File: src/rtl/uart_tx_arbiter_pkg.sv
// Shared types and constants for the two-requester UART TX arbiter.
package uart_tx_arbiter_pkg;

  localparam int DEF_DATA_WIDTH = 8;
  localparam int NUM_REQ        = 2;

  localparam logic REQ_CPU = 1'b0;
  localparam logic REQ_DBG = 1'b1;

  typedef enum logic [1:0] {
    ST_IDLE      = 2'd0,
    ST_START     = 2'd1,
    ST_WAIT_BUSY = 2'd2,
    ST_WAIT_DONE = 2'd3
  } state_e;

  // Round-robin pick: a lone requester always wins, a tie goes to whoever
  // was not granted last.
  function automatic logic rr_pick(input logic [NUM_REQ-1:0] vld, input logic last);
    if (vld == 2'b11) return ~last;
    return vld[1] ? REQ_DBG : REQ_CPU;
  endfunction

endpackage

File: src/rtl/uart_tx_arbiter_if.sv
// Requester handshakes plus the transmitter-side start/busy bus.
interface uart_tx_arbiter_if #(
  parameter int DATA_WIDTH = 8
);
  logic [DATA_WIDTH-1:0] data0;
  logic                  valid0;
  logic                  ready0;
  logic [DATA_WIDTH-1:0] data1;
  logic                  valid1;
  logic                  ready1;
  logic [DATA_WIDTH-1:0] tx_data;
  logic                  tx_start;
  logic                  tx_busy;
  logic                  grant_id;
  logic                  active;
  logic                  tx_err;

  // Arbiter side
  modport slave (
    input  data0, valid0, data1, valid1, tx_busy,
    output ready0, ready1, tx_data, tx_start, grant_id, active, tx_err
  );

  // Requesters + transmitter side
  modport master (
    output data0, valid0, data1, valid1, tx_busy,
    input  ready0, ready1, tx_data, tx_start, grant_id, active, tx_err
  );
endinterface

File: src/rtl/uart_tx_hold_slot.sv
// Single-entry valid/ready holding register. ready is the registered
// inverse of the occupancy flag, so there is no combinational bypass.
module uart_tx_hold_slot #(
  parameter int DATA_WIDTH = 8
) (
  input  logic                  clk,
  input  logic                  rst,
  input  logic [DATA_WIDTH-1:0] in_data,
  input  logic                  in_valid,
  output logic                  ready,
  input  logic                  consume,
  output logic                  hold_valid,
  output logic [DATA_WIDTH-1:0] hold_data
);

  logic                  vld_q, vld_d;
  logic [DATA_WIDTH-1:0] data_q, data_d;

  // Capture when empty, release when the arbiter takes the byte.
  always_comb begin
    vld_d  = vld_q;
    data_d = data_q;
    if (consume) begin
      vld_d = 1'b0;
    end else if (in_valid && !vld_q) begin
      vld_d  = 1'b1;
      data_d = in_data;
    end
  end

  // Occupancy and byte registers.
  always_ff @(posedge clk) begin
    if (rst) begin
      vld_q  <= 1'b0;
      data_q <= '0;
    end else begin
      vld_q  <= vld_d;
      data_q <= data_d;
    end
  end

  assign ready      = ~vld_q;
  assign hold_valid = vld_q;
  assign hold_data  = data_q;

endmodule

File: src/rtl/uart_tx_arbiter.sv
// Round-robin arbiter that sequences one UART transmitter through
// start / wait-for-busy / wait-for-done for two byte producers.
module uart_tx_arbiter
  import uart_tx_arbiter_pkg::*;
#(
  parameter int DATA_WIDTH   = DEF_DATA_WIDTH,
  parameter int BUSY_TIMEOUT = 4
) (
  input  logic              clk,
  input  logic              rst,
  uart_tx_arbiter_if.slave  bus
);

  localparam int CNT_W = $clog2(BUSY_TIMEOUT + 1);
  localparam logic [CNT_W-1:0] CNT_LAST = CNT_W'(BUSY_TIMEOUT - 1);

  logic [NUM_REQ-1:0][DATA_WIDTH-1:0] in_data, hold_data;
  logic [NUM_REQ-1:0]                 in_valid, ready, hold_vld, consume;

  assign in_data[0]  = bus.data0;
  assign in_data[1]  = bus.data1;
  assign in_valid[0] = bus.valid0;
  assign in_valid[1] = bus.valid1;
  assign bus.ready0  = ready[0];
  assign bus.ready1  = ready[1];

  for (genvar i = 0; i < NUM_REQ; i++) begin : g_slot
    uart_tx_hold_slot #(.DATA_WIDTH(DATA_WIDTH)) u_slot (
      .clk        (clk),
      .rst        (rst),
      .in_data    (in_data[i]),
      .in_valid   (in_valid[i]),
      .ready      (ready[i]),
      .consume    (consume[i]),
      .hold_valid (hold_vld[i]),
      .hold_data  (hold_data[i])
    );
  end

  state_e                state_q, state_d;
  logic [CNT_W-1:0]      cnt_q, cnt_d;
  logic [DATA_WIDTH-1:0] tx_data_q, tx_data_d;
  logic                  grant_q, grant_d;
  logic                  last_q, last_d;
  logic                  sel;
  logic                  tx_err_c;

  // Next-state: grant from IDLE, pulse in START, bounded wait for busy.
  always_comb begin
    state_d   = state_q;
    cnt_d     = cnt_q;
    tx_data_d = tx_data_q;
    grant_d   = grant_q;
    last_d    = last_q;
    consume   = '0;
    sel       = REQ_CPU;
    tx_err_c  = 1'b0;
    unique case (state_q)
      ST_IDLE: begin
        if (|hold_vld) begin
          sel          = rr_pick(hold_vld, last_q);
          consume[sel] = 1'b1;
          tx_data_d    = hold_data[sel];
          grant_d      = sel;
          last_d       = sel;
          state_d      = ST_START;
        end
      end
      ST_START: begin
        cnt_d   = '0;
        state_d = ST_WAIT_BUSY;
      end
      ST_WAIT_BUSY: begin
        if (bus.tx_busy) begin
          state_d = ST_WAIT_DONE;
        end else if (cnt_q == CNT_LAST) begin
          // Transmitter never picked the byte up: drop it, no retry.
          tx_err_c = 1'b1;
          state_d  = ST_IDLE;
        end else begin
          cnt_d = cnt_q + CNT_W'(1);
        end
      end
      ST_WAIT_DONE: begin
        if (!bus.tx_busy) state_d = ST_IDLE;
      end
      default: state_d = ST_IDLE;
    endcase
  end

  // FSM and grant registers.
  always_ff @(posedge clk) begin
    if (rst) begin
      state_q   <= ST_IDLE;
      cnt_q     <= '0;
      tx_data_q <= '0;
      grant_q   <= REQ_CPU;
      last_q    <= REQ_DBG;
    end else begin
      state_q   <= state_d;
      cnt_q     <= cnt_d;
      tx_data_q <= tx_data_d;
      grant_q   <= grant_d;
      last_q    <= last_d;
    end
  end

  // Pulses are masked by rst so a reset kills them in the same cycle.
  assign bus.tx_start = (state_q == ST_START) && !rst;
  assign bus.tx_err   = tx_err_c && !rst;
  assign bus.tx_data  = tx_data_q;
  assign bus.grant_id = grant_q;
  assign bus.active   = (state_q != ST_IDLE);

endmodule

File: src/flat_wrapper.sv
// flat-port wrapper written by rule: the top's interface ports become plain ports
module uart_tx_arbiter_flat import uart_tx_arbiter_pkg::*;
#(
  parameter int DATA_WIDTH   = DEF_DATA_WIDTH,
  parameter int BUSY_TIMEOUT = 4
)
  (clk, rst, bus_data0, bus_valid0, bus_data1, bus_valid1, bus_tx_busy, bus_ready0, bus_ready1, bus_tx_data, bus_tx_start, bus_grant_id, bus_active, bus_tx_err);
  uart_tx_arbiter_if #(.DATA_WIDTH(DATA_WIDTH)) bus_i ();
  input  logic clk;
  input  logic rst;
  input wire logic [$bits(bus_i.data0)-1:0] bus_data0;
  input wire logic [$bits(bus_i.valid0)-1:0] bus_valid0;
  input wire logic [$bits(bus_i.data1)-1:0] bus_data1;
  input wire logic [$bits(bus_i.valid1)-1:0] bus_valid1;
  input wire logic [$bits(bus_i.tx_busy)-1:0] bus_tx_busy;
  output wire logic [$bits(bus_i.ready0)-1:0] bus_ready0;
  output wire logic [$bits(bus_i.ready1)-1:0] bus_ready1;
  output wire logic [$bits(bus_i.tx_data)-1:0] bus_tx_data;
  output wire logic [$bits(bus_i.tx_start)-1:0] bus_tx_start;
  output wire logic [$bits(bus_i.grant_id)-1:0] bus_grant_id;
  output wire logic [$bits(bus_i.active)-1:0] bus_active;
  output wire logic [$bits(bus_i.tx_err)-1:0] bus_tx_err;
  assign bus_i.data0 = bus_data0;
  assign bus_i.valid0 = bus_valid0;
  assign bus_i.data1 = bus_data1;
  assign bus_i.valid1 = bus_valid1;
  assign bus_i.tx_busy = bus_tx_busy;
  assign bus_ready0 = bus_i.ready0;
  assign bus_ready1 = bus_i.ready1;
  assign bus_tx_data = bus_i.tx_data;
  assign bus_tx_start = bus_i.tx_start;
  assign bus_grant_id = bus_i.grant_id;
  assign bus_active = bus_i.active;
  assign bus_tx_err = bus_i.tx_err;
  uart_tx_arbiter #(.DATA_WIDTH(DATA_WIDTH), .BUSY_TIMEOUT(BUSY_TIMEOUT)) u_core (.clk(clk), .rst(rst), .bus(bus_i));
endmodule
File: config.mk
export PLATFORM = sky130hd
export DESIGN_NAME = uart_tx_arbiter_flat
export DESIGN_NICKNAME = d
export VERILOG_FILES = /design/src/rtl/uart_tx_arbiter_pkg.sv /design/src/rtl/uart_tx_arbiter_if.sv /design/src/rtl/uart_tx_hold_slot.sv /design/src/rtl/uart_tx_arbiter.sv /design/src/flat_wrapper.sv
export SDC_FILE = /design/constraint.sdc
export NUM_CORES = 1
export LEC_CHECK = 0
export CORE_MARGIN = 2
export CORE_UTILIZATION = 49
export DETAILED_ROUTE_END_ITERATION = 8
export PLACE_DENSITY = 0.85
export RECOVER_POWER = 100
export SYNTH_ARGS = -nofsm -noshare
export SYNTH_HDL_FRONTEND = slang
export SYNTH_HIERARCHICAL = 1
export SYNTH_SLANG_ARGS = --single-unit
File: constraint.sdc
create_clock -name clk -period 1.8 [get_ports clk]
set_input_delay 0.54 -clock clk [delete_from_list [all_inputs] [get_ports clk]]
set_output_delay 0.54 -clock clk [all_outputs]
set_load 0.03 [all_outputs]
======== After elaboration in Yosys (flattened, before gate mapping) ========
Cells that the tools add are included.
storage, ports and cells
  register bits ........................... 33
  input bits .............................. 21
  output and inout bits ................... 14
  word-level logic and storage cells ...... 71
cells by class
  add/sub/neg operators ................... 1
  magnitude comparators ................... 2
  eq/ne operators ......................... 10
  muxes and demuxes ....................... 25
  bitwise gates (word level) .............. 5
  reductions and logical operators ........ 19
operators by type and width
  kind                                                         count
  two-way mux 8 bit                                            2
  two-way mux 1 bit                                            12
  two-way mux 2 bit                                            6
  one-hot mux 2 bit (4 select lines)                           1
  equality test 2 bit (second input constant)                  3
  two-way mux 3 bit                                            2
  inequality test 2 bit (second input constant)                3
  one-hot mux 3 bit (2 select lines)                           1
  AND reduction 2 bit                                          3
  AND reduction 3 bit                                          2
  OR reduction 2 bit                                           3
  logical AND 1 bit                                            5
  inverter 1 bit                                               5
  nonzero test 2 bit                                           2
  adder 3 x 1 -> 3 bit (second input constant)                 1
  equality test 3 x 2 -> 1 bit (second input constant)         1
  logical NOT 1 bit                                            3
  inequality test 3 x 2 -> 1 bit (second input constant)       1
  equality test 2 x 1 -> 1 bit (second input constant)         1
  logical NOT 2 bit                                            1
  less-than comparator 1 x 2 -> 1 bit (second input constant)  1
  inequality test 2 x 1 -> 1 bit (second input constant)       1
  demux 1 bit (select 1 bit)                                   1
  >= comparator 1 bit (second input constant)                  1

======== Longest topological paths before layout ========
Gate-level depths: netlist of the first run.
  word-level depth ........................ 15
  gate-level depth with buffers ........... 7
  depth with buffers taken out ............ 5

======== Cells and area by module ========
Netlist of the first run, hierarchy kept.
modules (own cells, without submodules)
  module             instances  cells each  area each (µm²)  seq. area each (µm²)
  uart_tx_hold_slot  2          39          401.6            180.2
  uart_tx_arbiter    1          86          734.5            300.3

======== Worst setup path after synthesis of the first run ========
Ideal clock, no wire load.
  kind .................................... input to output
  start ................................... input port rst
  end ..................................... output port bus_tx_start
  data arrival time ....................... 1.322 ns
  required time ........................... 1.260 ns
  setup slack ............................. -0.062 ns
  cell stages on the path ................. 3
  buffers on the path ..................... 2
  cells stage by stage .................... clkbuf_1 clkbuf_1 nor2_1
between the ends
  cells in the longest elaborated chain, start to end .. 2
ends and longest elaborated chain
  what               line                    RTL
  from (decl)        flat_wrapper.sv:10      input logic rst;
  logical NOT 1 bit  uart_tx_arbiter.sv:109  assign bus.tx_start = (state_q == ST_START) && !rst;
  logical AND 1 bit  uart_tx_arbiter.sv:109
  to (decl)          flat_wrapper.sv:19      output wire logic [$bits(bus_i.tx_start)-1:0] bus_tx_start;
No other way between the ends.

======== Worst setup path after layout of the first run ========
  start ................................... register u_core.cnt_q[0]
  end ..................................... output port bus_tx_err
between the ends
  cells in the longest elaborated chain, start to end .. 5
ends and longest elaborated chain
  what                          line                    RTL
  from (decl)                   uart_tx_arbiter.sv:41   logic [CNT_W-1:0] cnt_q, cnt_d;
  from (signal assigned)        uart_tx_arbiter.sv:101  cnt_q <= cnt_d;
  equality test 3 x 2 -> 1 bit  uart_tx_arbiter.sv:76   end else if (cnt_q == CNT_LAST) begin
  two-way mux 1 bit             uart_tx_arbiter.sv:76
  two-way mux 1 bit             uart_tx_arbiter.sv:74   if (bus.tx_busy) begin
  two-way mux 1 bit             uart_tx_arbiter.sv:58   unique case (state_q)
  logical AND 1 bit             uart_tx_arbiter.sv:110  assign bus.tx_err = tx_err_c && !rst;
  to (decl)                     flat_wrapper.sv:22      output wire logic [$bits(bus_i.tx_err)-1:0] bus_tx_err;
No other way between the ends.

==> impl_metrics.json, run 1 <==
{
  "ys_ff_latch": 33,
  "fin_tns_setup_ns": -0.0518,
  "cts_tree": "built",
  "hold_viol": 0,
  "die_x_um": 60.0,
  "drv_slew": 0,
  "grt_pass1_vias": 1283,
  "grt_pass1_wl_mm": 5.78,
  "synth_top_cell_by_area": "dfxtp_1",
  "yosys_warnings": 6,
  "routed-wl-met3_um": 160,
  "grt_max_degree": 40,
  "required_ns": 1.26,
  "netlist_instances": 164,
  "slowest_stage": "dfxtp_2",
  "yosysUniqueCellTypes": 28,
  "num_rows": 20,
  "area_growth_syn_to_layout_pct": 33.4,
  "drc_errors": 0,
  "hold_buffers": 0,
  "synth-edff-count": 0,
  "syn_nets": 187,
  "status": "complete, but fails checks",
  "path_cells": "ha_4 -> ha_4 -> and4b_1 -> buf_6",
  "top_layer": "met4",
  "ioPinCount": 35,
  "synth.avg_cell_area_um2": 9.38,
  "cp-start-kind": "flop",
  "gp_congestion": 0.784,
  "finClkSkew_ns": 0.00930,
  "antenna_left": 0,
  "dr_total_vias": 1336,
  "synthAdderAreaFrac": 0.0163,
  "cp_max_fo": 2,
  "wl_mm": 3.61,
  "fin_area_um2": 2050,
  "antenna_found_initial": 0,
  "pwr-share-comb": 0.296,
  "start_util": 0.508,
  "synthSimpleGateAreaFrac": 0.290,
  "power.ir.vdd_worst_mv": 0.538,
  "violations": "setup timing",
  "pwr-share-seq": 0.481,
  "cp_common_cell": "ha_4",
  "seq_area_um2": 663,
  "netlist_area_um2": 1540,
  "switching_share": 0.328,
  "cap_violations": 0,
  "synthTopCellsByArea": "dfxtp_1 (43%), nand2b_1 (14%), mux2i_1 (12%)",
  "synth-compound-area-share": 0.104,
  "nNetsFinal": 238,
  "ctsRootBufferMaster": "clkbuf_4",
  "portBuffers": 34,
  "cellPowerDensity_nw_per_um2": 856,
  "drive_gt1_frac": 0.167,
  "dr.first_iter.drc_count": 58,
  "slew_headroom": 0.644,
  "cp.arrival_ns": 1.31,
  "grt_overflow": 0,
  "p_int_uw": 1180,
  "grt_usage": 0.223,
  "post_drt_wl_per_cell_um": 13.9,
  "setup_viol": 1,
  "power.leakage_uw": 0.000820,
  "fmax_ghz": 0.540,
  "synthArstFlopShare": 0,
  "numCtsBuffers": 5,
  "synth-xor-area-share": 0,
  "die_h_um": 60.0,
  "synth_ff_type": "dfxtp_1",
  "critPathCaptureType": "output pin",
  "core_area_um2": 3030,
  "fill_cells": 255,
  "hp-class": "flop to flop",
  "min_period_ns": 1.85,
  "insertion_delay_ns": 0.33,
  "met2WireLength_mm": 1.92,
  "clock_sinks": 33,
  "dieArea_um2": 3600,
  "pwr-share-clk": 0.223,
  "rsz0062_at_grt": "yes",
  "clkTransAtPathRegs_ns": 0.10,
  "fin_crit_sh": 1.03,
  "synth_mux_area_frac": 0.117,
  "htreeDepth": 2,
  "multi_input_area_um2": 826,
  "clk_path_buf_depth": 2,
  "antennaDiodeCount": 0,
  "yosysSeqAreaShare": 0.430,
  "layout_setup_ws_ns": -0.0518,
  "routed_via_density": 5.14,
  "crit_type": "flop to output pin",
  "dr.pass1.iters": 4,
  "dpl.hpwl_mm": 2.74,
  "cpPeakStageDelay_ns": 0.35,
  "p_sw_uw": 576,
  "yosys.area.top_type_share": 0.430,
  "drt-met1-wl_mm": 1.52,
  "worstMarginPinSlew_ns": 0.532,
  "synth_top_family_by_area": "simple AND/OR/NAND/NOR gates",
  "placed_cell_area_um2": 2000
}
## registers in the layout (all words and copies together) (netlist names)
signal	cells
u_core/bus.grant_id	1
u_core/bus.tx_data	8
u_core/cnt_q	3
u_core/g_slot.u_slot/hold_data	16
u_core/g_slot.u_slot/hold_valid	2
u_core/last_q	1
u_core/state_q	2
## placed cells by master, fill, tap and decap left out
master / instances
mux2i_1: 18
nor3b_2: 2
nand2b_4: 1
a211o_1: 1
and4b_1: 1
buf_4: 13
clkbuf_4: 5
clkbuf_2: 3
a31oi_1: 6
o21ai_0: 6
nor3b_1: 1
inv_1: 5
a211oi_1: 2
nor2_2: 1
clkdlybuf4s50_1: 18
nor4b_2: 1
a21oi_1: 8
buf_6: 2
or2b_1: 1
clkbuf_1: 3
nand2_2: 1
clkinv_2: 2
o21ai_1: 2
dlygate4sd2_1: 13
nor3_1: 2
a21boi_0: 1
ha_4: 2
or4b_1: 1
dfxtp_2: 2
nor2_1: 8
nand2b_1: 34
dfxtp_1: 31
nand2_1: 3
nand3_1: 15
or2_2: 1
## critical path, delay by kind of cell (launching register included)
kind / cells / cell delay [ns]
fa+ha+maj: 2 / 0.31
buf+inv: 1 / 0.14
flops: 1 / 0.35
simple gates: 1 / 0.18
## through the flow
stage          hold slack, ns  cells  total power [uW]  setup WS [ns]   util
3_5_place_dp            0.461    250              1410         -0.211  0.659
4_1_cts                 0.475    260              1800         -0.101  0.690
2_1_floorplan           0.447    164              1190         0.0572      -
6_report                0.476    260              1750        -0.0518  0.677
3_3_place_gp            0.457    250              1380         -0.188  0.659
5_1_grt                 0.499    260              1860         -0.101  0.677
## per-layer routing
layer  global-route usage  up-vias
met5                    0        -
met4               0.0540        0
met3               0.0779        4
met2                0.385       37
met1                0.263      627
li1                     -      668
## logic make-up (layout without fill, tap and decap cells)
| family | Yosys count | count (layout) |
|---|---|---|
| AO/OA/AOI/OAI | 26 | 26 |
| adder cells (fa/ha/maj) | 2 | 2 |
| buffers and inverters | 12 | 64 |
| flip-flops | 33 | 33 |
| multiplexers | 18 | 18 |
| AND/OR/NAND/NOR | 73 | 73 |
## worst paths after layout
check	startpoint	to	slack [ns]	cells past startpoint
worst max-delay path	u_core/cnt_q[0]$_SDFFE_PP0P_	bus_tx_err	-0.05	4
worst min-delay path	u_core/cnt_q[2]$_SDFFE_PP0P_	u_core/cnt_q[2]$_SDFFE_PP0P_	0.48	2
worst max register to register	u_core/g_slot[1].u_slot/hold_valid$_SDFFE_PP0P_	u_core/g_slot[0].u_slot/hold_data[1]$_SDFFE_PP0P_	0	6
worst min register to register	u_core/cnt_q[2]$_SDFFE_PP0P_	u_core/cnt_q[2]$_SDFFE_PP0P_	0.48	2
## what timing repair did
item / CTS / global route
pin swaps: 4 / 3
endpoints found under the setup margin: 14 / 3
gates resized for setup: 26 / 2
buffers inserted: 2 / 0
## area by class of cell
| class | instances | share of cell area |
|---|---|---|
| repair buffers | 51 | 0.213 |
| multi-input cells | 119 | 0.403 |
| well taps | 44 | 0.0268 |
| flip-flops and latches | 33 | 0.323 |
| clock buffers | 6 | 0.0201 |
| clock inverters | 2 | 0.00488 |
| inverters | 5 | 0.00915 |
## cells in the mapped netlist, types with 2 or more instances
master and count:
inv_1 4, buf_6 2, nand2b_1 35, nand2_1 3, nor3_1 2, ha_1 2, nor3b_2 3, nand3_1 15
nor2_1 9, dfxtp_1 33, buf_2 2, a31oi_1 6, mux2i_1 18, clkbuf_1 2, o21ai_0 5, o21ai_1 3
a211oi_1 2, a21oi_1 8
## power groups by stage
| stage | combinational (uW) | sequential (uW) | clock [uW] |
|---|---|---|---|
| 2_1_floorplan | 288 | 906 | 0 |
| 3_3_place_gp | 524 | 861 | 0 |
| 3_5_place_dp | 548 | 864 | 0 |
| 4_1_cts | 541 | 848 | 410 |
| 5_1_grt | 561 | 852 | 445 |
| 6_report | 519 | 845 | 391 |
Power figures use the tool's default switching activity.
==> inputs of run 2 (changes only) <==
CORE_MARGIN = unset   (was 2)
==> run 2 against run 1 <==
  * The run ends with DRC, setup timing left
  * Sequential cell count did not move
  * Final area rose by 0.24%
  * Sequential share of layout area about the same
  * Setup slack better by 0.019 ns
  * Via count shrank 0.60%
  * Critical path depth is the same
  * Critical endpoint unchanged
  * Largest power group unchanged
==> impl_metrics.json, run 2 (synthesized netlist as in run 1, its figures left out) <==
{
  "hold_buffers": 0,
  "cp.arrival_ns": 1.29,
  "min_period_ns": 1.83,
  "clock_sinks": 33,
  "slew_headroom": 0.502,
  "hp-class": "flop to flop",
  "pwr-share-comb": 0.301,
  "dr.first_iter.drc_count": 38,
  "fmax_ghz": 0.546,
  "seq_area_um2": 664,
  "dieArea_um2": 3370,
  "cellPowerDensity_nw_per_um2": 857,
  "grt_usage": 0.226,
  "numCtsBuffers": 5,
  "use_met2": 0.391,
  "wl_mm": 3.38,
  "use_met1": 0.262,
  "gp_congestion": 0.771,
  "status": "complete, but fails checks",
  "grt_max_degree": 50,
  "pwr-share-seq": 0.483,
  "drc_errors": 2,
  "largest_reg_flops": 16,
  "antenna_found_initial": 0,
  "fill_cells": 227,
  "required_ns": 1.26,
  "htreeDepth": 2,
  "rsz0062_at_grt": "yes",
  "critPathCaptureType": "output pin",
  "dpl.hpwl_mm": 2.49,
  "antennaDiodeCount": 0,
  "dr_total_vias": 1328,
  "gr-usage-met3": 0.0670,
  "cts_tree": "built",
  "cap_violations": 0,
  "cp-start-kind": "flop",
  "die_h_um": 58.0,
  "worstMarginPinSlew_ns": 0.746,
  "layout_commonest_cell": "nand2b_1",
  "crit_type": "flop to output pin",
  "dr.pass1.iters": 6,
  "grt-busiest-layer": "met2",
  "cp_max_fo": 2,
  "post_drt_wl_per_cell_um": 13.8,
  "portBuffers": 34,
  "core_area_um2": 2850,
  "clkTransAtPathRegs_ns": 0.09,
  "dp_worst_setup_slack_ns": -0.175,
  "die_x_um": 58.0,
  "p_int_uw": 1200,
  "grt_pass1_wl_mm": 5.66,
  "start_util": 0.539,
  "switching_share": 0.320,
  "ctsRootBufferMaster": "clkbuf_4",
  "finClkSkew_ns": 0.00433,
  "drive_gt1_frac": 0.182,
  "antenna_left": 0,
  "hold_viol": 0,
  "ioPinCount": 35,
  "area_growth_syn_to_layout_pct": 33.7,
  "drv_slew": 0,
  "violations": "DRC, setup timing",
  "fin_tns_setup_ns": -0.0328,
  "fin_crit_sh": 1.02,
  "pwr-share-clk": 0.216,
  "num_rows": 19,
  "layout_common_cells": "nand2b_1 (34), dfxtp_1 (30), clkdlybuf4s50_1 (18), mux2i_1 (18), nand3_1 (15)",
  "clk_path_buf_depth": 2,
  "routed_via_density": 5.42,
  "grt_pass1_vias": 1349,
  "multi_input_area_um2": 850,
  "layout_setup_ws_ns": -0.0328,
  "setup_viol": 1,
  "power.leakage_uw": 0.000820,
  "nNetsFinal": 236,
  "insertion_delay_ns": 0.32,
  "power.ir.vdd_worst_mv": 0.507,
  "p_sw_uw": 565,
  "grt_overflow": 0
}
[run 2: area by class of cell]
class | count | area share
Multi-Input combinational cell | 119 | 0.413
Sequential cell | 33 | 0.323
Timing Repair Buffer | 49 | 0.212
Clock buffer | 8 | 0.0237
Tap cell | 31 | 0.0189
Inverter | 5 | 0.00913
[run 2: path summary, 6_finish.rpt]
check / start / endpoint / slack (ns) / cells past startpoint
setup / recovery: u_core/cnt_q[0]$_SDFFE_PP0P_ / bus_tx_err / -0.03 / 4
hold / removal: u_core/g_slot[1].u_slot/hold_data[7]$_SDFFE_PP0P_ / u_core/g_slot[1].u_slot/hold_data[7]$_SDFFE_PP0P_ / 0.49 / 2
hold reg to reg: u_core/g_slot[1].u_slot/hold_data[7]$_SDFFE_PP0P_ / u_core/g_slot[1].u_slot/hold_data[7]$_SDFFE_PP0P_ / 0.49 / 2
setup reg to reg: u_core/g_slot[1].u_slot/hold_valid$_SDFFE_PP0P_ / u_core/g_slot[0].u_slot/hold_data[6]$_SDFFE_PP0P_ / 0.08 / 7
[run 2: worst max-delay path, cell delays in order, from the launching register on]
cell,delay [ns]
dfxtp_2,0.35
ha_4,0.16
ha_4,0.15
and4b_1,0.17
buf_6,0.14
[run 2: power by group through the flow]
stage | logic, uW | clock network, uW | registers [uW]
global placement | 518 | 0 | 862
CTS | 529 | 399 | 848
global route | 574 | 432 | 859
detailed placement | 536 | 0 | 865
floorplan | 288 | 0 | 906
finish | 531 | 381 | 851
[run 2: layer usage]
layer,share of wire,vias to the layer above
met5,0,-
met4,0.0065,0
met1,0.41,618
li1,-,668
met3,0.063,4
met2,0.52,38
[run 2: per-stage QoR]
stage	power [uW]	hold WS, ns	cell area [um2]	util	cells
finish	1760	0.486	2060	0.721	245
floorplan	1190	0.447	1540	-	164
CTS	1780	0.493	2060	0.721	245
global route	1860	0.502	2060	0.721	245
global placement	1380	0.456	1960	0.689	235
detailed placement	1400	0.470	1960	0.689	235
[run 2: repair_timing]
item / CTS / global route
endpoints found under the setup margin: 14 / 3
pin swaps: 3 / 2
gates resized for setup: 26 / 3
buffers inserted: 2 / 0
==> inputs of run 3 (changes only) <==
SKIP_CTS_REPAIR_TIMING = 1   (was unset)
==> run 3 against run 2 <==
  * The run still ends with DRC, setup timing left
  * Global-route usage decreased by 0.24 points
  * Sequential power about the same
  * Setup slack got worse by 0.034 ns
  * First-iteration DRC count increased by 34%
  * Via count decreased by 0.15%
  * Cell count decreased by 0.41%
  * Clock skew increased by 0.0037 ns
  * Utilization decreased by 1.9 points
  * Die area unchanged
  * Critical endpoint unchanged
==> impl_metrics.json, run 3 (synthesized netlist as in run 1, its figures left out) <==
{
  "clkTransAtPathRegs_ns": 0.09,
  "cp.arrival_ns": 1.33,
  "hold_viol": 0,
  "core_area_um2": 2850,
  "clk_path_buf_depth": 2,
  "antenna_left": 0,
  "finClkSkew_ns": 0.00800,
  "drc_errors": 2,
  "fin_area_um2": 2000,
  "wl_mm": 3.35,
  "grt_pass1_wl_mm": 5.60,
  "crit_type": "flop to output pin",
  "dieArea_um2": 3370,
  "min_period_ns": 1.87,
  "num_rows": 19,
  "cellPowerDensity_nw_per_um2": 873,
  "grt_usage": 0.224,
  "grt_max_degree": 50,
  "grt_pass1_vias": 1334,
  "ff2ff_setup_slack_ns": 0.17,
  "insertion_delay_ns": 0.33,
  "cp_max_fo": 4,
  "power.ir.vdd_worst_mv": 0.486,
  "antenna_found_initial": 0,
  "dpl.hpwl_mm": 2.49,
  "cap_violations": 0,
  "required_ns": 1.26,
  "area_growth_syn_to_layout_pct": 30.2,
  "largest_reg_flops": 16,
  "die_h_um": 58.0,
  "nNetsFinal": 235,
  "layout_setup_ws_ns": -0.0670,
  "layout_common_cells": "nand2b_1 (34), dfxtp_1 (30), clkdlybuf4s50_1 (18), mux2i_1 (18)",
  "layout_commonest_cell": "nand2b_1",
  "dr_total_vias": 1326,
  "drv_slew": 0,
  "total_power_uw": 1750,
  "dp_worst_setup_slack_ns": -0.175,
  "dr.pass1.iters": 6,
  "violations": "DRC, setup timing",
  "ctsRootBufferMaster": "clkbuf_4",
  "slew_headroom": 0.511,
  "fmax_ghz": 0.536,
  "fin_crit_sh": 1.04,
  "hp-class": "flop to flop",
  "antennaDiodeCount": 0,
  "gp_congestion": 0.771,
  "grt_overflow": 0,
  "critPathCaptureType": "output pin",
  "status": "complete, but fails checks",
  "clock_sinks": 33,
  "dr.first_iter.drc_count": 51,
  "worstMarginPinSlew_ns": 0.734,
  "drive_gt1_frac": 0.169,
  "routed_via_density": 5.43,
  "cp-start-kind": "flop",
  "htreeDepth": 2,
  "post_drt_wl_per_cell_um": 13.7,
  "power.leakage_uw": 0.000766,
  "portBuffers": 34,
  "placed_cell_area_um2": 1960,
  "die_x_um": 58.0,
  "numCtsBuffers": 5,
  "ioPinCount": 35,
  "start_util": 0.539,
  "rsz0062_at_grt": "yes",
  "setup_viol": 1,
  "cts_tree": "built"
}
## run 3: cell count changes in the layout (fill, tap and decap cells not counted), sizes merged
cell	previous run	this run
buf	15	14
clkdlybuf4s25	0	1
dlymetal6s2s	0	2
clkbuf	10	21
dlygate4sd2	13	0
clkdlybuf4s15	1	0
## run 3: path summary, 6_finish.rpt
kind	startpoint	endpoint	cells past startpoint
setup reg to reg	u_core/g_slot[1].u_slot/hold_valid$_SDFFE_PP0P_	u_core/g_slot[0].u_slot/hold_data[3]$_SDFFE_PP0P_	7
hold / removal	u_core/g_slot[1].u_slot/hold_data[7]$_SDFFE_PP0P_	u_core/g_slot[1].u_slot/hold_data[7]$_SDFFE_PP0P_	2
hold reg to reg	u_core/g_slot[1].u_slot/hold_data[7]$_SDFFE_PP0P_	u_core/g_slot[1].u_slot/hold_data[7]$_SDFFE_PP0P_	2
setup / recovery	u_core/cnt_q[0]$_SDFFE_PP0P_	bus_tx_err	4
## run 3: final cells by class
| cell class | instances | area [um2] |
|---|---|---|
| inverters | 5 | 18.8 |
| fillers | 235 | 851 |
| well taps | 31 | 38.8 |
| clock buffers | 8 | 48.8 |
| multi-input cells | 119 | 851 |
| repair buffers | 48 | 378 |
| flip-flops and latches | 33 | 667 |
## run 3: worst max-delay path, cell delays in order, from the launching register on
cell and delay, ns:
dfxtp_4 0.36, ha_4 0.16, ha_4 0.16, and4b_1 0.18, buf_6 0.14
## run 3: power by group
group	switching (uW)	total (uW)	internal, uW
registers	44.7	849	804
clock network	227	383	156
logic	291	517	226
## run 3: metrics by stage
step	TNS (ns)	cells	hold slack (ns)	utilization
detailed placement	-2.41	235	0.470	0.689
finish	-0.0670	244	0.484	0.702
global placement	-1.55	235	0.456	0.689
CTS	-1.86	243	0.482	0.706
global route	-0.355	244	0.502	0.702
floorplan	0	164	0.447	-
## run 3: per-layer routing
layer / GRT usage / share of wire / wire, um
met2: 0.384 / 0.52 / 1730
met5: 0 / 0 / 0
met1: 0.261 / 0.41 / 1370
met4: 0.0884 / 0.0075 / 25
met3: 0.0670 / 0.069 / 231
